`config.mk`:
```
export PLATFORM = sky130hd
export DESIGN_NAME = vga_timing_gen
export DESIGN_NICKNAME = d
export VERILOG_FILES = /design/src/rtl/vga_timing_gen.sv
export SDC_FILE = /design/constraint.sdc
export NUM_CORES = 1
export LEC_CHECK = 0
export BUFFER_PORTS_ARGS = -buffer_cell sky130_fd_sc_hd__buf_2
export CORE_MARGIN = 2
export CORE_UTILIZATION = 56
export CTS_CLUSTER_DIAMETER = 60
export CTS_CLUSTER_SIZE = 14
export DETAILED_ROUTE_END_ITERATION = 6
export PLACE_DENSITY_LB_ADDON = 0.08
export SYNTH_ARGS = -nofsm -noshare
export SYNTH_HDL_FRONTEND = slang
export SYNTH_SLANG_ARGS = --single-unit
export TNS_END_PERCENT = 1
```
`constraint.sdc`:
```
create_clock -name CLK -period 2.81 [get_ports CLK]
set_input_delay 0.281 -clock CLK [delete_from_list [all_inputs] [get_ports CLK]]
set_output_delay 0.281 -clock CLK [all_outputs]
set_load 0.05 [all_outputs]
```
`src/rtl/vga_timing_gen.sv`:
```
// VGA raster timing source: pixel/line counters with registered Hsync, Vsync, DE and start pulses.
// Latency: all outputs registered, updated one CLK after an EN=1 edge; backpressure: none, EN gates advance.
module vga_timing_gen #(
    parameter int HSIZE    = 640,
    parameter int HFP      = 16,
    parameter int HSW      = 96,
    parameter int HBP      = 48,
    parameter int VSIZE    = 480,
    parameter int VFP      = 10,
    parameter int VSW      = 2,
    parameter int VBP      = 33,
    parameter int SYNC_POL = 0
) (
    input  logic        CLK,
    input  logic        RESET,
    input  logic        EN,
    output logic        Hsync,
    output logic        Vsync,
    output logic        DE,
    output logic [13:0] hpos,
    output logic [13:0] vpos,
    output logic        line_start,
    output logic        frame_start
);

    localparam int HTOTAL = HSIZE + HFP + HSW + HBP;
    localparam int VTOTAL = VSIZE + VFP + VSW + VBP;

    localparam logic [13:0] H_LAST = 14'(HTOTAL - 1);
    localparam logic [13:0] H_ACT  = 14'(HSIZE);
    localparam logic [13:0] H_SS   = 14'(HSIZE + HFP);
    localparam logic [13:0] H_SE   = 14'(HSIZE + HFP + HSW - 1);
    localparam logic [13:0] V_LAST = 14'(VTOTAL - 1);
    localparam logic [13:0] V_ACT  = 14'(VSIZE);
    localparam logic [13:0] V_SS   = 14'(VSIZE + VFP);
    localparam logic [13:0] V_SE   = 14'(VSIZE + VFP + VSW - 1);

    localparam logic ACT_LVL = (SYNC_POL != 0);

    if (HTOTAL > 16383 || VTOTAL > 16383 ||
        HSIZE < 1 || HFP < 1 || HSW < 1 || HBP < 1 ||
        VSIZE < 1 || VFP < 1 || VSW < 1 || VBP < 1) begin : g_bad_params
        $error("vga_timing_gen: timing parameters out of range");
    end

    logic [13:0] h_nxt;
    logic [13:0] v_nxt;
    logic        h_wrap;
    logic        v_wrap;
    logic        de_nxt;
    logic        hs_nxt;
    logic        vs_nxt;

    // Decode is done on the next-state counters so the registered syncs/DE
    // line up with the counter values presented in the same cycle.
    always_comb begin
        h_nxt  = hpos + 14'd1;
        v_nxt  = vpos;
        h_wrap = (hpos == H_LAST);
        v_wrap = (vpos == V_LAST);
        if (h_wrap) begin
            h_nxt = 14'd0;
            v_nxt = v_wrap ? 14'd0 : vpos + 14'd1;
        end
        de_nxt = (h_nxt < H_ACT) && (v_nxt < V_ACT);
        hs_nxt = ((h_nxt >= H_SS) && (h_nxt <= H_SE)) ? ACT_LVL : ~ACT_LVL;
        vs_nxt = ((v_nxt >= V_SS) && (v_nxt <= V_SE)) ? ACT_LVL : ~ACT_LVL;
    end

    always_ff @(posedge CLK) begin
        if (RESET) begin
            hpos        <= H_LAST;
            vpos        <= V_LAST;
            DE          <= 1'b0;
            Hsync       <= ~ACT_LVL;
            Vsync       <= ~ACT_LVL;
            line_start  <= 1'b0;
            frame_start <= 1'b0;
        end else begin
            line_start  <= 1'b0;
            frame_start <= 1'b0;
            if (EN) begin
                hpos        <= h_nxt;
                vpos        <= v_nxt;
                DE          <= de_nxt;
                Hsync       <= hs_nxt;
                Vsync       <= vs_nxt;
                line_start  <= h_wrap;
                frame_start <= h_wrap && v_wrap;
            end
        end
    end

endmodule
```
==> results.md <==
* Setup violations, final at 0
* Crit path capture type: flop
* Footprint of the multi-input gates at 1338 um^2
* Hold Vio Cnt, Final at 0
* CTS tree: done
* Fmax at 381.5 MHz
* Fin crit period at 2.621 ns
* Area Overhead vs Synth at 16.60%
* DR vias at 2228
* Post-synthesis cell type with the largest combined area: dfxtp_1
* Cell Pwr Density at 616.9 nW/um^2
* Seq cells post-synth at 33
* IO Port Bufs at 35
* Period utilization at 0.9329
* Hold_buf cts at 0
* RSZ-0062 raised after global routing: no
* Setup_tns at 0 ns
* Initial antenna violation count at 0
* CTS Root Cell: clkbuf_8
* Syn avg cell area at 7.512 um^2
* Max-cap viol count at 0
* Yosys warns at 0
* Total power at 1.518 mW
* Synth cell types at 49
* CTS max path bufs at 2
* Remaining Overflow, GRT at 0
* Core area at 3633 um^2
* PostCTS Resize Cnt at 0
* Slew Limit Fails at 0
* # fillers at 336
* First-pass DRT Iterations at 4
* Cell Area, Synth at 2111 um^2
* Sequential share of power at 0.355
* Yosys top cell area share at 0.3130
* Combinational share of power at 0.330
* Status: complete, no violations
* Sink Count at 33
* Most frequent cells in the layout: nor2_1 (35), buf_2 (35), dfxtp_1 (31), nand2_1 (23), o21ai_0 (19)
* Worst EP arrival at 2.79 ns
* Die Wd at 65.40 um
* Clock network fraction of total power at 0.315
* Hold Path Class: in2reg
* Antenna viol nets, final at 0
* N_diodes at 0
* Clock Latency Late Sink at 0.30 ns
* Async SR Flop Fraction at 0
* CTS clock-pin slew for the worst setup and hold paths at 0.07 ns
* Die Y at 65.40 um
* Leakage power total at 0.9589 nW
* Vias in the first global route at a little under 2000
* Full die area at 4277 um^2
* Postcts setup bufs at 0
* Largest cells by area after synthesis: dfxtp_1 (31%), nor2_1 (6.2%), o21ai_0 (4.5%)
* Critical Setup Path Class: reg2reg
* Starting Density at 0.5809
* Nets at 322
* Num CTS Buffers at 5
* I/O Pins at 36
* Sw frac at 0.3758
* CP peak stage delay at 0.65 ns
* First-pass GRT wire length at 9.432 mm
* WP buf/inv at 0
* Drt initial violations at 269
* Delay-heaviest family, CP: simple AND/OR/NAND/NOR gates
* DR vias/cell at 6.121
* Critical-path cell list: ha_1 > nand4_1 > or4_4 > or3_1 > a2111oi_2 > a31oi_1
* DP HPWL at 3.856 mm
* Residual DRC at 0
* CP required at between 2 and 3 ns
* Share of layout cells above drive strength 1 at 0.1867
* VDD IR max at about 500 uV
* Net Count, Synth at roughly 290
* Pint at 947.7 uW
* FP Rows at 22
* All-Layer GR Usage at 0.2827
* Commonest register cell after synthesis: dfxtp_1
* Final Skew at 0.005959 ns
* Total wire length at between 5 and 6 mm
* Number of flops mapped to enable cells by yosys at 0
* Setup crit start kind: flop
* Global placer's final weighted congestion at 0.9193
* Reg area at 663.1 um^2
* Max_slew headroom at 0.6968
* CTS H-Tree Depth at 2
* Post-Synthesis Cells at 281
* Crit path max fanout at 12
* Psw at about 570 uW
* Worst-Margin Slew at 0.4506 ns
* Wire length per cell at 15.46 um
* Critical path's slowest cell: or4_4
* Largest net degree at the start of global routing at 32
* Sequential share of the synthesized area at 0.3130
power groups by stage:
| stage | clock network, mW | registers [mW] | logic (mW) |
|---|---|---|---|
| global route | 0.498 | 0.545 | 0.544 |
| detailed placement | 0 | 0.548 | 0.490 |
| global placement | 0 | 0.546 | 0.489 |
| floorplan | 0 | 0.635 | 0.282 |
| CTS | 0.482 | 0.538 | 0.494 |
| finish | 0.478 | 0.539 | 0.501 |
synth_stat cells (3+ instances only):
master    count
nor2_1       35
dfxtp_1      33
nand2_1      23
o21ai_0      19
a21oi_1      17
clkbuf_1     17
nand3_1      17
nor3_1       13
nand4_1      11
xor2_1        8
and2_1        6
and3_1        6
inv_1         6
nor4_1        5
xnor2_1       5
ha_1          4
o311ai_0      4
or3_1         4
a211oi_1      3
and4_1        3
mux2i_1       3
sequential cells by signal, indices dropped and copies added, names as in the netlist:
signal,count
DE,1
Hsync,1
Vsync,1
frame_start,1
hpos,14
line_start,1
vpos,14
path summary, 6_finish.rpt:
path	from	to	slack, ns	depth (start not counted)
max	hpos[1]	Vsync	0.19	6
min	EN	line_start	0.36	3
max reg2reg	hpos[1]	Vsync	0.19	6
min reg2reg	DE	DE	0.46	2
worst min-delay path, delay by kind of cell:
kind / cells / cell delay, ns
buf+inv: 1 / 0.11
simple gates: 2 / 0.21
metrics by stage:
stage          cells  setup WS (ns)  hold slack, ns  utilization  instance area [um^2]
3_3_place_gp     356         0.3620          0.4420       0.6453                  2345
4_1_cts          364         0.2185          0.3544       0.6773                  2461
6_report         364         0.1886          0.3572       0.6773                  2461
3_5_place_dp     356         0.2403          0.4443       0.6453                  2345
2_1_floorplan    281      0.0008198          0.3858            -                  2113
5_1_grt          364       0.001792          0.3858       0.6773                  2461
final cells by class:
cell class	count	share of cell area
multi-input cells	222	0.5435
clock inverters	1	0.01220
well taps	48	0.02440
inverters	7	0.01068
flip-flops and latches	33	0.2694
repair buffers	46	0.1047
clock buffers	7	0.03508
kinds of logic (layout without fill, tap and decap cells):
logic type               count (synthesis)  after routing  synth area share
AO/OA/AOI/OAI                           64             64            0.1962
XOR/XNOR                                13             13           0.05394
adder cells (fa/ha/maj)                  4              4           0.02371
buffers and inverters                   26             61           0.05335
flip-flops                              33             33            0.3130
multiplexers                             3              3           0.01423
AND/OR/NAND/NOR                        138            138            0.3456
per-layer routing:
metal,vias to the layer above,GRT usage,part of all wire
met2,91,0.3890,0.43
met1,1021,0.4267,0.48
met3,7,0.05993,0.077
met4,0,0.1068,0.013
met5,-,0,0
li1,1109,-,-
No activity file was read; power rests on OpenSTA's default activity.
